### src/rtl/btn_step_conditioner_pkg.sv
// Shared types and constants for the push-button step conditioner.
// Holds the debounce FSM state encoding and the active reset level.
package btn_step_conditioner_pkg;

  typedef enum logic [1:0] {
    StIdle        = 2'd0,
    StPressWait   = 2'd1,
    StPressed     = 2'd2,
    StReleaseWait = 2'd3
  } btn_state_e;

  localparam logic RstActive = 1'b0;

  // Bits needed to count 0 .. max_val-1, never less than one.
  function automatic int unsigned cnt_bits(input int unsigned max_val);
    return (max_val < 2) ? 1 : $clog2(max_val);
  endfunction

endpackage

### src/rtl/btn_sync_2ff.sv
// Two-flop synchronizer for the raw asynchronous button level.
// Both flops clear on the synchronous active-low reset.
module btn_sync_2ff
  import btn_step_conditioner_pkg::*;
(
  input  logic i_clk,
  input  logic i_rst,
  input  logic i_d,
  output logic o_q
);

  logic meta_q;
  logic sync_q;

  always_ff @(posedge i_clk) begin
    if (i_rst == RstActive) begin
      meta_q <= 1'b0;
      sync_q <= 1'b0;
    end else begin
      meta_q <= i_d;
      sync_q <= meta_q;
    end
  end

  assign o_q = sync_q;

endmodule

### src/rtl/btn_step_conditioner.sv
// Button conditioner: 2-FF sync -> stable-level debounce FSM -> one-cycle press pulse + count.
// Define BTN_AUTOREPEAT_EN to emit repeat pulses while the button stays held.
module btn_step_conditioner
  import btn_step_conditioner_pkg::*;
#(
  parameter int unsigned P_DEBOUNCE_CYCLES = 20,
  parameter int unsigned P_CNT_W           = 20,
  parameter int unsigned P_REPEAT_DELAY    = 50,
  parameter int unsigned P_REPEAT_PERIOD   = 10
) (
  input  logic       i_clk,
  input  logic       i_rst,
  input  logic       i_btn,
  output logic       o_btn_pulse,
  output logic       o_btn_level,
  output logic [7:0] o_press_count
);

  if ((P_DEBOUNCE_CYCLES < 2) || (P_REPEAT_DELAY < 1) || (P_REPEAT_PERIOD < 1) ||
      (((64'(P_DEBOUNCE_CYCLES) - 64'd1) >> P_CNT_W) != 64'd0)) begin : gen_cfg_err
    $error("btn_step_conditioner: illegal parameter combination");
  end

  localparam logic [P_CNT_W-1:0] CntMax = P_CNT_W'(P_DEBOUNCE_CYCLES - 1);

  logic               btn_s;
  btn_state_e         state_q, state_d;
  logic [P_CNT_W-1:0] cnt_q, cnt_d;
  logic               pulse_q, pulse_d;
  logic               level_q, level_d;
  logic [7:0]         count_q, count_d;
  logic               rep_fire;

  btn_sync_2ff u_sync (
    .i_clk (i_clk),
    .i_rst (i_rst),
    .i_d   (i_btn),
    .o_q   (btn_s)
  );

`ifdef BTN_AUTOREPEAT_EN
  localparam int unsigned RepMax = (P_REPEAT_DELAY > P_REPEAT_PERIOD) ? P_REPEAT_DELAY :
                                                                        P_REPEAT_PERIOD;
  localparam int unsigned RepW   = cnt_bits(RepMax);
  localparam logic [RepW-1:0] RepDelayMax  = RepW'(P_REPEAT_DELAY - 1);
  localparam logic [RepW-1:0] RepPeriodMax = RepW'(P_REPEAT_PERIOD - 1);

  logic [RepW-1:0] rep_q, rep_d;
  logic            rep_phase_q, rep_phase_d;

  // Anything other than a held PRESSED cycle clears the repeat timer back to the full delay.
  always_comb begin
    rep_d       = '0;
    rep_phase_d = 1'b0;
    rep_fire    = 1'b0;
    if ((state_q == StPressed) && btn_s) begin
      rep_d       = rep_q + 1'b1;
      rep_phase_d = rep_phase_q;
      if (rep_q == (rep_phase_q ? RepPeriodMax : RepDelayMax)) begin
        rep_fire    = 1'b1;
        rep_d       = '0;
        rep_phase_d = 1'b1;
      end
    end
  end

  always_ff @(posedge i_clk) begin
    if (i_rst == RstActive) begin
      rep_q       <= '0;
      rep_phase_q <= 1'b0;
    end else begin
      rep_q       <= rep_d;
      rep_phase_q <= rep_phase_d;
    end
  end
`else
  assign rep_fire = 1'b0;
`endif

  always_comb begin
    state_d = state_q;
    cnt_d   = cnt_q;
    level_d = level_q;
    pulse_d = 1'b0;
    unique case (state_q)
      StIdle: begin
        if (btn_s) begin
          state_d = StPressWait;
          cnt_d   = '0;
        end
      end
      StPressWait: begin
        if (!btn_s) begin
          state_d = StIdle;
          cnt_d   = '0;
        end else if (cnt_q == CntMax) begin
          state_d = StPressed;
          cnt_d   = '0;
          pulse_d = 1'b1;
          level_d = 1'b1;
        end else begin
          cnt_d = cnt_q + 1'b1;
        end
      end
      StPressed: begin
        if (!btn_s) begin
          state_d = StReleaseWait;
          cnt_d   = '0;
        end else begin
          pulse_d = rep_fire;
        end
      end
      StReleaseWait: begin
        if (btn_s) begin
          state_d = StPressed;
          cnt_d   = '0;
        end else if (cnt_q == CntMax) begin
          state_d = StIdle;
          cnt_d   = '0;
          level_d = 1'b0;
        end else begin
          cnt_d = cnt_q + 1'b1;
        end
      end
      default: begin
        state_d = StIdle;
        cnt_d   = '0;
      end
    endcase
    count_d = count_q + {7'd0, pulse_d};
  end

  always_ff @(posedge i_clk) begin
    if (i_rst == RstActive) begin
      state_q <= StIdle;
      cnt_q   <= '0;
      pulse_q <= 1'b0;
      level_q <= 1'b0;
      count_q <= '0;
    end else begin
      state_q <= state_d;
      cnt_q   <= cnt_d;
      pulse_q <= pulse_d;
      level_q <= level_d;
      count_q <= count_d;
    end
  end

  assign o_btn_pulse   = pulse_q;
  assign o_btn_level   = level_q;
  assign o_press_count = count_q;

endmodule

### config.mk
export PLATFORM = sky130hd
export DESIGN_NAME = btn_step_conditioner
export DESIGN_NICKNAME = d
export VERILOG_FILES = /design/src/rtl/btn_step_conditioner_pkg.sv /design/src/rtl/btn_sync_2ff.sv /design/src/rtl/btn_step_conditioner.sv
export SDC_FILE = /design/constraint.sdc
export NUM_CORES = 1
export LEC_CHECK = 0
export ABC_AREA = 1
export CAP_MARGIN = 40
export CORE_MARGIN = 3
export CORE_UTILIZATION = 50
export CTS_CLUSTER_DIAMETER = 80
export DETAILED_ROUTE_END_ITERATION = 8
export HOLD_SLACK_MARGIN = 0.1
export PLACE_DENSITY = 0.72
export SETUP_SLACK_MARGIN = 0.3
export SYNTH_ARGS = -nofsm -noshare
export SYNTH_HDL_FRONTEND = slang
export SYNTH_SLANG_ARGS = --single-unit
### constraint.sdc
create_clock -name i_clk -period 2.6 [get_ports i_clk]
set_clock_uncertainty 0.05 [all_clocks]
set_input_delay 0.39 -clock i_clk [delete_from_list [all_inputs] [get_ports i_clk]]
set_output_delay 0.39 -clock i_clk [all_outputs]
set_load 0.01 [all_outputs]
==> results of run 1 <==
## layer usage
metal  vias to the layer above  part of all wire (%)  track usage, %
met5                         -                     0               0
met4                         0                   2.4           9.235
met3                         9                   3.6           4.218
met2                        23                    48           30.28
met1                       674                    46           20.74
li1                        786                     -               -
## synth_stat cells (2+ instances only)
| library cell | number | share of area, % |
|---|---|---|
| sky130_fd_sc_hd__nand4_1 | 8 | 2.9 |
| sky130_fd_sc_hd__nor2_4 | 2 | 1.3 |
| sky130_fd_sc_hd__xor2_1 | 11 | 5.7 |
| sky130_fd_sc_hd__inv_1 | 29 | 6.4 |
| sky130_fd_sc_hd__nor3_1 | 6 | 1.8 |
| sky130_fd_sc_hd__nand2_4 | 2 | 1.3 |
| sky130_fd_sc_hd__nand3_1 | 17 | 5.0 |
| sky130_fd_sc_hd__a21oi_1 | 7 | 2.1 |
| sky130_fd_sc_hd__nor2_2 | 8 | 2.9 |
| sky130_fd_sc_hd__buf_6 | 2 | 1.3 |
| sky130_fd_sc_hd__ha_1 | 3 | 2.2 |
| sky130_fd_sc_hd__o21ai_0 | 2 | 0.59 |
| sky130_fd_sc_hd__nand2_1 | 49 | 11 |
| sky130_fd_sc_hd__dfxtp_1 | 34 | 40 |
| sky130_fd_sc_hd__nor2_1 | 40 | 8.8 |
| sky130_fd_sc_hd__nand3_2 | 5 | 2.9 |
## report_power, final
group | switching (mW) | internal (mW)
logic | 0.0219 | 0.00826
registers | 0.00117 | 0.520
clock network | 0.183 | 0.326
## state kept, by name, indices dropped and copies added, names as in the netlist, named ones only
signal,cells
state_q,1
o_press_count,8
cnt_q,20
o_btn_pulse,1
u_sync.meta_q,1
u_sync.o_q,1
o_btn_level,1
## timing repair
| action | CTS | global route |
|---|---|---|
| hold endpoints to repair | 0 | 0 |
| endpoints found under the setup margin | 3 | 4 |
| pin swaps | 4 | 8 |
| gates resized for setup | 9 | 14 |
| gates cloned | 0 | 0 |
| setup buffers | 2 | 7 |
| hold buffers | 0 | 0 |
## kinds of logic after synthesis
logic type                 count (synthesis)  share of synthesized area [%]
and+or+nand+nor                          140                          39.16
AOI/OAI and AO/OA                         12                          3.835
buffers and inverters                     34                          8.480
adders and majority gates                  3                          2.213
xor gates and xnor gates                  12                          6.195
DFF                                       34                          40.12
## worst max-delay path, cell delays in order (launching register included)
cell and delay (ns):
sky130_fd_sc_hd__dfxtp_2 0.36, sky130_fd_sc_hd__inv_1 0.04, sky130_fd_sc_hd__nor2_1 0.10, sky130_fd_sc_hd__nand2_1 0.09, sky130_fd_sc_hd__nor3_1 0.17, sky130_fd_sc_hd__and2_1 0.18
sky130_fd_sc_hd__nand2_2 0.10, sky130_fd_sc_hd__nor3_4 0.15, sky130_fd_sc_hd__ha_2 0.20, sky130_fd_sc_hd__nand2_2 0.05, sky130_fd_sc_hd__inv_2 0.06, sky130_fd_sc_hd__nand2_2 0.04
sky130_fd_sc_hd__inv_2 0.07, sky130_fd_sc_hd__nand2_2 0.06, sky130_fd_sc_hd__nor2_4 0.11, sky130_fd_sc_hd__nand3_1 0.11, sky130_fd_sc_hd__nand2_1 0.08, sky130_fd_sc_hd__nor2_1 0.05
## worst max path at each step
stage	end	depth (start not counted)	slack, ns	from
2_1_floorplan	o_press_count[6]$_SDFF_PN0_	16	0.37	cnt_q[0]$_SDFFE_PN0P_
3_3_place_gp	o_press_count[6]$_SDFF_PN0_	16	0.20	cnt_q[0]$_SDFFE_PN0P_
3_5_place_dp	o_press_count[7]$_SDFF_PN0_	15	0.11	cnt_q[1]$_SDFFE_PN0P_
4_1_cts	o_press_count[6]$_SDFF_PN0_	16	0.31	cnt_q[0]$_SDFFE_PN0P_
5_1_grt	o_press_count[6]$_SDFF_PN0_	17	0.25	cnt_q[4]$_SDFFE_PN0P_
6_report	o_press_count[6]$_SDFF_PN0_	17	0.43	cnt_q[4]$_SDFFE_PN0P_
## through the flow
step           hold slack (ns)  cells  power, mW  worst slack [ns]  util (%)
3_5_place_dp            0.3504    287     0.5655            0.1106     58.37
6_report                0.3728    304      1.060            0.4276     65.99
2_1_floorplan           0.3405    235     0.5616            0.3655         -
3_3_place_gp            0.3473    287     0.5653            0.2032     58.37
4_1_cts                 0.3763    297      1.072            0.3057     63.25
5_1_grt                 0.3862    304      1.100            0.2530     65.99
## final cells by class
type | count | area share (%)
tap | 44 | 2.646
timing repair buffer | 21 | 9.020
multi-input combinational | 167 | 44.20
clock inverter | 2 | 2.886
inverter | 30 | 5.412
clock buffer | 6 | 2.465
sequential | 34 | 33.37
==> metrics.json, run 1 <==
{
  "reg2reg_from": {"value": "cnt_q[4]$_SDFFE_PN0P_"},
  "period_share": {"value": 83.56, "unit": "%"},
  "synth_flop_cell": {"value": "sky130_fd_sc_hd__dfxtp_1"},
  "outcome": {"value": "completed"},
  "register_area": {"value": 694.4, "unit": "um^2"},
  "tritoncts": {"value": "yes"},
  "clock_latency_at_the_later_pin_of_the_worst_skew_pair": {"value": 0.34, "unit": "ns"},
  "critical_path_class": {"value": "register to register"},
  "syn-cell-area": {"value": 0.001697, "unit": "mm^2"},
  "mostFrequentLayoutCells": {"value": "sky130_fd_sc_hd__nand2_1 (45), sky130_fd_sc_hd__nor2_1 (39), sky130_fd_sc_hd__inv_1 (27), sky130_fd_sc_hd__dfxtp_1 (27), sky130_fd_sc_hd__nand3_1 (17)"},
  "grt_start_max_net_pins": {"value": 18},
  "syn-num-nets": {"value": 241},
  "core-area": {"value": 0.003153, "unit": "mm^2"},
  "critical_register_to_register_path_endpoint": {"value": "o_press_count[6]$_SDFF_PN0_"},
  "max-clock-path-buffers": {"value": 2},
  "slew_violations": {"value": 0},
  "drive_gt1_share": {"value": 20.77, "unit": "%"},
  "synth.distinct_cells": {"value": 26},
  "ir_drop": {"value": 0.2565, "unit": "mV"},
  "clock_sinks": {"value": 34},
  "critical_path.max_fanout": {"value": 4},
  "design.final.nets": {"value": 265},
  "worst_ep_arrival_time": {"value": 2.36, "unit": "ns"},
  "synth_warnings": {"value": 0},
  "synth_seq_area_share": {"value": 40.12, "unit": "%"},
  "antenna_cells_inserted": {"value": 0},
  "setup_viol": {"value": 0},
  "detailedRoute.firstIterationViolations": {"value": 79},
  "grt_usage": {"value": 17.85, "unit": "%"},
  "port_buffers": {"value": 12},
  "slew_headroom": {"value": 57.34, "unit": "%"},
  "antenna_violating_nets_post_route": {"value": 0},
  "cts_htree_levels": {"value": 2},
  "routedWlPerCell": {"value": 10.65, "unit": "um"},
  "static-leakage-power": {"value": 0.8158, "unit": "nW"},
  "post_synth.cell_area_avg": {"value": 7.220, "unit": "um^2"},
  "areaGrowthSynthToFinish": {"value": 22.64, "unit": "%"},
  "place.detailed.hpwl": {"value": 2253, "unit": "um"},
  "hold-path-cell-count": {"value": 2},
  "multi_input_comb_area": {"value": 919.6, "unit": "um^2"},
  "detail_route.wirelength": {"value": 3238, "unit": "um"},
  "ioPinCount": {"value": 13},
  "vias_in_the_first_global_route": {"value": 1474},
  "remaining_drc_errors": {"value": 0},
  "dpl_cell_area": {"value": 0.001841, "unit": "mm^2"},
  "synth-seq-cells": {"value": 34},
  "power_density": {"value": 509.4, "unit": "mW/mm^2"},
  "die_w": {"value": 64.25, "unit": "um"},
  "timing.hold.worst.start": {"value": "u_sync.meta_q$_SDFF_PN0_"},
  "final-hold-violation-count": {"value": 0},
  "std_cell_rows": {"value": 20},
  "routed_via_density": {"value": 4.908},
  "grt_first_pass_wirelength": {"value": 5913, "unit": "um"},
  "synth_cells": {"value": 235},
  "tightestPinTransition": {"value": 0.6380, "unit": "ns"},
  "synth_enable_flop_cells": {"value": 0},
  "totalNegativeSetupSlack": {"value": 0, "unit": "ns"},
  "globalplace.congestion": {"value": 0.7997},
  "cp.required": {"value": 2.79, "unit": "ns"},
  "vertical_die_dimension": {"value": 64.25, "unit": "um"},
  "max_clock_freq": {"value": 0.4603, "unit": "GHz"},
  "timing.hold.worst_endpoint": {"value": "u_sync.o_q$_SDFF_PN0_"},
  "num-fill-cells": {"value": 286},
  "antenna_found_initial": {"value": 0},
  "layout.cells.most_common": {"value": "sky130_fd_sc_hd__nand2_1"},
  "die_area": {"value": 0.004128, "unit": "mm^2"},
  "min_path_type": {"value": "register to register"},
  "reg2reg_slack": {"value": 0.43, "unit": "ns"},
  "tritoncts.num_buffers": {"value": 5},
  "worst_r2r_path_depth": {"value": 17},
  "crit_path_start_kind": {"value": "register"},
  "initial_core_util": {"value": 53.81, "unit": "%"},
  "worstSetupEndpointType": {"value": "register"},
  "finalCriticalPeriod": {"value": 2.172, "unit": "ns"},
  "synth-async-reset-ratio": {"value": 0, "unit": "%"},
  "drt-pass1-iter-count": {"value": 4},
  "rsz0062_at_grt": {"value": "false"},
  "final_design_area_no_fill": {"value": 0.002081, "unit": "mm^2"},
  "vias": {"value": 1492},
  "globalRouteOverflowTotal": {"value": 0},
  "cts_root_buffer": {"value": "sky130_fd_sc_hd__clkbuf_4"},
  "clk_pin_slew_worst_paths": {"value": 0.11, "unit": "ns"},
  "maxCapViolCount": {"value": 0}
}
Power figures use the tool's default switching activity.
==> run 2: changes to the inputs <==
clock period = 2.06 ns   (was 2.6 ns; I/O delays follow)
==> run 2 against run 1 <==
Net effect:
- the flow now finishes with violations (negative setup slack)
- fmax fell by 3.6%
- die area unchanged
- sequential power increased by 27%
==> metrics.json, run 2 (same netlist as run 1, synthesis figures left out) <==
{
  "outcome": {"value": "finished with violations", "change": "was completed"},
  "violations": {"value": "negative setup slack"},
  "port_buffers": {"value": 12, "change": "unchanged"},
  "design.final.nets": {"value": 309, "change": "was 265"},
  "cts_root_buffer": {"value": "sky130_fd_sc_hd__clkbuf_4", "change": "unchanged"},
  "critical_path.max_fanout": {"value": 4, "change": "unchanged"},
  "detailedRoute.firstIterationViolations": {"value": 83, "change": "was 79"},
  "whs": {"value": 0.3822, "unit": "ns", "change": "was 0.3728 ns"},
  "areaGrowthSynthToFinish": {"value": 55.97, "unit": "%", "change": "was 22.64%"},
  "final_critical_path_setup_slack": {"value": -0.1930, "unit": "ns", "change": "was 0.4276 ns"},
  "period_share": {"value": 109.4, "unit": "%", "change": "was 83.56%"},
  "clock_sinks": {"value": 34, "change": "unchanged"},
  "grt_usage": {"value": 23.01, "unit": "%", "change": "was 17.85%"},
  "slew_violations": {"value": 0, "change": "unchanged"},
  "final_core_utilization": {"value": 83.93, "unit": "%", "change": "was 65.99%"},
  "worst-path-buf-inv": {"value": 2, "change": "was 3"},
  "detail_route.wirelength": {"value": 5077, "unit": "um", "change": "was 3238 um"},
  "reg2reg_from": {"value": "cnt_q[0]$_SDFFE_PN0P_", "change": "was cnt_q[4]$_SDFFE_PN0P_"},
  "tritoncts.num_buffers": {"value": 5, "change": "unchanged"},
  "finalNonFillerCells": {"value": 348, "change": "was 304"},
  "initial_core_util": {"value": 53.81, "unit": "%", "change": "unchanged"},
  "static-leakage-power": {"value": 1.101, "unit": "nW", "change": "was 0.8158 nW"},
  "ir_drop": {"value": 0.4360, "unit": "mV", "change": "was 0.2565 mV"},
  "grt_start_max_net_pins": {"value": 16, "change": "was 18"},
  "drt-pass1-iter-count": {"value": 4, "change": "unchanged"},
  "critical_path_class": {"value": "register to register", "change": "unchanged"},
  "power_density": {"value": 525.3, "unit": "mW/mm^2", "change": "was 509.4 mW/mm^2"},
  "cp.required": {"value": 2.26, "unit": "ns", "change": "was 2.79 ns"},
  "antenna_violating_nets_post_route": {"value": 0, "change": "unchanged"},
  "die_area": {"value": 0.004128, "unit": "mm^2", "change": "unchanged"},
  "remaining_drc_errors": {"value": 0, "change": "unchanged"},
  "globalRouteOverflowTotal": {"value": 0, "change": "unchanged"},
  "globalplace.congestion": {"value": 0.8587, "change": "was 0.7997"},
  "max_flop_register": {"value": "cnt_q", "change": "unchanged"},
  "clock_latency_at_the_later_pin_of_the_worst_skew_pair": {"value": 0.36, "unit": "ns", "change": "was 0.34 ns"},
  "mostFrequentLayoutCells": {"value": "sky130_fd_sc_hd__nand2_1 (44), sky130_fd_sc_hd__buf_4 (41), sky130_fd_sc_hd__dfxtp_1 (29)", "change": "was sky130_fd_sc_hd__nand2_1 (45), sky130_fd_sc_hd__nor2_1 (39), sky130_fd_sc_hd__inv_1 (27), sky130_fd_sc_hd__dfxtp_1 (27), sky130_fd_sc_hd__nand3_1 (17)"},
  "hold-path-cell-count": {"value": 2, "change": "unchanged"},
  "antenna_found_initial": {"value": 0, "change": "unchanged"},
  "crit_path_start_kind": {"value": "register", "change": "unchanged"},
  "std_cell_rows": {"value": 20, "change": "unchanged"},
  "critical_register_to_register_path_endpoint": {"value": "o_press_count[7]$_SDFF_PN0_", "change": "was o_press_count[6]$_SDFF_PN0_"},
  "routedWlPerCell": {"value": 14.59, "unit": "um", "change": "was 10.65 um"},
  "rsz0062_at_grt": {"value": "true", "change": "was false"},
  "max-clock-path-buffers": {"value": 2, "change": "unchanged"},
  "cts_htree_levels": {"value": 2, "change": "unchanged"},
  "ioPinCount": {"value": 13, "change": "unchanged"},
  "worstSetupEndpointType": {"value": "register", "change": "unchanged"},
  "worst_ep_arrival_time": {"value": 2.46, "unit": "ns", "change": "was 2.36 ns"},
  "worst_path_most_repeated_cell": {"value": "sky130_fd_sc_hd__nand2_2", "change": "unchanged"},
  "antenna_cells_inserted": {"value": 0, "change": "unchanged"},
  "final-hold-violation-count": {"value": 0, "change": "unchanged"},
  "tightestPinTransition": {"value": 0.2971, "unit": "ns", "change": "was 0.6380 ns"},
  "crit_slowest_cell": {"value": "sky130_fd_sc_hd__dfxtp_2", "change": "unchanged"},
  "vias_in_the_first_global_route": {"value": 1671, "change": "was 1474"},
  "slew_headroom": {"value": 80.12, "unit": "%", "change": "was 57.34%"},
  "maxCapViolCount": {"value": 0, "change": "unchanged"},
  "timing.hold.worst_endpoint": {"value": "u_sync.o_q$_SDFF_PN0_", "change": "unchanged"},
  "core-area": {"value": 0.003153, "unit": "mm^2", "change": "unchanged"},
  "largest_register_ffs": {"value": 20, "change": "unchanged"},
  "timing.critical_path.cells": {"value": "ha_4 -> nand2_2 -> nor3_2 -> and2_4 -> nand2_4 -> nor3_4 -> ha_2 -> nand2_2 -> inv_2 -> nand2_2 -> inv_2 -> nand2_4 -> nor2_4 -> nand4_1 -> nand2_1 -> a21oi_1", "change": "was inv_1 -> nor2_1 -> nand2_1 -> nor3_1 -> and2_1 -> nand2_2 -> nor3_4 -> ha_2 -> nand2_2 -> inv_2 -> nand2_2 -> inv_2 -> nand2_2 -> nor2_4 -> nand3_1 -> nand2_1 -> nor2_1"},
  "reg2reg_slack": {"value": -0.19, "unit": "ns", "change": "was 0.43 ns"},
  "min_path_type": {"value": "register to register", "change": "unchanged"},
  "finalCriticalPeriod": {"value": 2.253, "unit": "ns", "change": "was 2.172 ns"},
  "setup_viol": {"value": 6, "change": "was 0"},
  "tritoncts": {"value": "yes", "change": "unchanged"},
  "grt_first_pass_wirelength": {"value": 7307, "unit": "um", "change": "was 5913 um"},
  "timing.hold.worst.start": {"value": "u_sync.meta_q$_SDFF_PN0_", "change": "unchanged"},
  "max_clock_freq": {"value": 0.4439, "unit": "GHz", "change": "was 0.4603 GHz"},
  "clk_pin_slew_worst_paths": {"value": 0.11, "unit": "ns", "change": "about the same"},
  "layout.cells.most_common": {"value": "sky130_fd_sc_hd__nand2_1", "change": "unchanged"},
  "die_w": {"value": 64.25, "unit": "um", "change": "unchanged"},
  "timing.critical_path.slowest_cell_delay": {"value": 0.38, "unit": "ns", "change": "was 0.36 ns"},
  "top_cell_family_by_delay_on_the_critical_path": {"value": "simple AND/OR/NAND/NOR gates", "change": "unchanged"},
  "routed_via_density": {"value": 5.339, "change": "was 4.908"},
  "vias": {"value": 1858, "change": "was 1492"},
  "place.detailed.hpwl": {"value": 2734, "unit": "um", "change": "was 2253 um"},
  "drive_gt1_share": {"value": 40.13, "unit": "%", "change": "was 20.77%"},
  "numPlacedInstances": {"value": 321, "change": "was 287"},
  "worst_r2r_path_depth": {"value": 16, "change": "was 17"},
  "vertical_die_dimension": {"value": 64.25, "unit": "um", "change": "unchanged"}
}
run 2: cell count changes in the layout (fill, tap and decap cells not counted), sizes merged:
| cell | delta |
|---|---|
| nand2 | +1 |
| buf | +43 |
run 2: timing repair:
item | 4_1_cts | 5_1_grt
hold buffers | 0 | 0
setup buffers | 11 | 7
cloned | 0 | 1
setup endpoints to repair | 8 | 31
gates resized for setup | 29 | 35
pin swaps | 27 | 10
run 2: worst reg2reg max path, delay by kind of cell, from the launching register on:
kind | cells | cell delay [ns]
adders and majority gates | 2 | 0.37
and+or+nand+nor | 11 | 1.17
DFF | 1 | 0.38
buffers and inverters | 2 | 0.14
AOI/OAI and AO/OA | 1 | 0.05
run 2: through the flow:
stage | cell area [um^2] | setup TNS (ns) | setup WS, ns | power, mW
after floorplan | 1728 | -0.03223 | -0.02237 | 0.7091
after global placement | 2127 | -0.1329 | -0.06169 | 0.7171
after detailed placement | 2127 | -0.3406 | -0.1483 | 0.7179
after CTS | 2435 | -0.0003857 | -0.0003857 | 1.367
after global routing | 2646 | -1.256 | -0.2700 | 1.421
final | 2646 | -0.7083 | -0.1930 | 1.390
run 2: how the worst max path moves through the flow:
stage | from | depth (start not counted) | endpoint
floorplan | cnt_q[4]$_SDFFE_PN0P_ | 17 | o_press_count[6]$_SDFF_PN0_
global placement | cnt_q[4]$_SDFFE_PN0P_ | 17 | o_press_count[6]$_SDFF_PN0_
detailed placement | cnt_q[4]$_SDFFE_PN0P_ | 17 | o_press_count[6]$_SDFF_PN0_
CTS | cnt_q[0]$_SDFFE_PN0P_ | 16 | o_press_count[6]$_SDFF_PN0_
global route | cnt_q[0]$_SDFFE_PN0P_ | 16 | o_press_count[7]$_SDFF_PN0_
finish | cnt_q[0]$_SDFFE_PN0P_ | 16 | o_press_count[7]$_SDFF_PN0_
run 2: per-layer routing:
metal  up-vias  global-route usage (%)  share of wire, %
li1        880                       -                 -
met1       867                   27.28                38
met2        78                   39.05                51
met3        33                   4.921               5.3
met4         0                   11.35               5.1
met5         -                       0                 0
run 2: power breakdown:
group | internal [mW] | switching [mW]
clock network | 0.411 | 0.250
registers | 0.659 | 0.00191
logic | 0.0207 | 0.0472
run 2: area by class of cell:
type	instances	area, um^2
clock buffers	6	51.30
inverters	30	112.6
multi-input cells	168	1129
clock inverters	2	60.06
flip-flops and latches	34	686.9
fillers	175	506.7
repair buffers	64	551.8
well taps	44	55.05
==> run 3: changes to the inputs <==
GPL_ROUTABILITY_DRIVEN = 0   (was default)
==> results of run 3 <==
The final DEF is identical to that of run 2; final timing and power are the same.
==> variant (flow settings as in run 2) <==
Re-encode `btn_state_e` (4 states) as one-hot, 4 bits wide.
--- a/src/rtl/btn_step_conditioner_pkg.sv
+++ b/src/rtl/btn_step_conditioner_pkg.sv
@@ -2,11 +2,11 @@
 // Holds the debounce FSM state encoding and the active reset level.
 package btn_step_conditioner_pkg;
 
-  typedef enum logic [1:0] {
-    StIdle        = 2'd0,
-    StPressWait   = 2'd1,
-    StPressed     = 2'd2,
-    StReleaseWait = 2'd3
+  typedef enum logic [3:0] {
+    StIdle        = 4'b0001,
+    StPressWait   = 4'b0010,
+    StPressed     = 4'b0100,
+    StReleaseWait = 4'b1000
   } btn_state_e;
 
   localparam logic RstActive = 1'b0;
Check against the original RTL: same outputs for any inputs over 10 cycles, from zero or initial values and one cycle with i_rst low; not proved beyond that.
==> variant against run 2 <==
Final cell count up 12%; sequential share of layout area is 1.5 points higher; critical endpoint unchanged; wire length fell by 0.65%; area after synthesis is 22% higher; sequential cell count rose by 2; worst setup slack better by 0.31 ns; critical path type unchanged; cell area grew 1.2%.
Power is not compared: it rests on default switching activity, and its combinational part moved more than twofold at a synthesized area within 25%.
==> variant: results (changes against run 2) <==
Status -> finished, final reports clean
Internal Pwr Total -> 1.271 mW
Hold EP -> u_sync.o_q
Syn nets -> 306 (+27%)
Layout cells sized above 1 -> 26.98% (-13 points)
Comb power -> 0.633 mW
Synth Area in Compound Gates -> 5.458% (+1.6 points)
CP startpoint -> cnt_q[14]
Arr. time, crit path -> 2.08 ns (-0.38 ns)
Slew margin rel. -> 71.33% (-8.8 points)
VDD IR max -> 0.8999 mV
Cell count of the worst reg-to-reg path -> 12 (-4)
Clock-pin slew on the worst setup and hold paths -> 0.08 ns (-0.03 ns)
All-Layer GR Usage -> 20.85% (-2.2 points)
Yosys cell types -> 31 (+19%)
Global routing usage on met3 -> 4.748% (-0.17 points)
Port buffer count -> 12 (unchanged)
Worst hold path depth -> 2 (unchanged)
Synth cell count leaders -> nand2_1, nor2_1, inv_1
First-pass GRT wire length -> 8342 um (+14%)
Clk root buf -> clkbuf_8
Global routing usage on met1 -> 26.82% (-0.46 points)
Iter 0 DRT Violations -> 177 (+110%)
CTS buffer count -> 5 (unchanged)
First-pass DRT Iterations -> 4 (unchanged)
Post-Place Setup Slack -> 0.05715 ns (+0.2054 ns)
Final net count -> 346 (+12%)
Clk_lat worst skew -> 0.28 ns (-0.08 ns)
Min Hold Slack -> 0.3896 ns (+0.007369 ns)
Max reg flops -> 20 (unchanged)
Xor/xnor share of the synthesized area -> 2.122% (-4.1 points)
Slowest stage cell, crit path -> dfxtp_4
Synth area leaders -> dfxtp_1, nand2_1, nor2_1
Adder-cell share of the synthesized area -> 1.819% (-0.39 points)
Gp weighted congestion -> 0.9225 (+7.4%)
Met2 Routed Length -> 2469 um (-5.4%)
Pwr Density -> 757.0 mW/mm^2
DP HPWL -> 3357 um (+23%)
Via density -> 5.172 (-3.1%)
HP Class -> flop to flop
Top layer in use -> met4
Largest net degree at the start of global routing -> 20 (+4)
Seq/Total Area, Yosys -> 34.93% (-5.2 points)
Hold_sp -> u_sync.meta_q
Metal3 WL -> 287 um (+5.9%)
Vias in the first global route -> 1899 (+14%)
Clock Path Buffers -> 2 (unchanged)
Reg2Reg Capture Point -> o_press_count[7]
Met2 GRT Util -> 35.34% (-3.7 points)
Worst setup EP type -> flop
Wl on met1 -> 2268 um (+17%)
Avg WL per Cell -> 12.97 um (-11%)
Setup slack, reg-to-reg -> 0.12 ns (+0.31 ns)
Post-synth ARST share -> 0% (unchanged)
-- variant: cell types whose count changed in the layout (fill, tap and decap cells not counted), sizes merged, moves of 2 or more --
cell           run 2  this run
a21oi              7         9
buf               52        26
clkinv             0         2
dfxtp             34        36
inv               30        38
nand2             53        76
nand3             22        34
nand4              8        11
nor2              50        61
o21ai              2         9
xor2              11         4
-- variant: layout make-up --
class                   count  area, um^2
clock buffers               5       68.82
clock inverters             3       42.54
fillers                   291        1147
inverters                  39       146.4
multi-input cells         220        1306
flip-flops and latches     36       735.7
well taps                  48       60.06
repair buffers             38       319.1
-- variant: timing repair --
action | CTS | global route
resized for setup | 16 | 22
pin swaps | 11 | 6
endpoints found under the setup margin | 5 | 13
buffers inserted | 11 | 3
-- variant: metrics by stage --
stage / instance area [um^2] / cells
3_5_place_dp: 2327 / 367
5_1_grt: 2679 / 389
2_1_floorplan: 2103 / 300
6_report: 2679 / 389
4_1_cts: 2585 / 386
3_3_place_gp: 2327 / 367
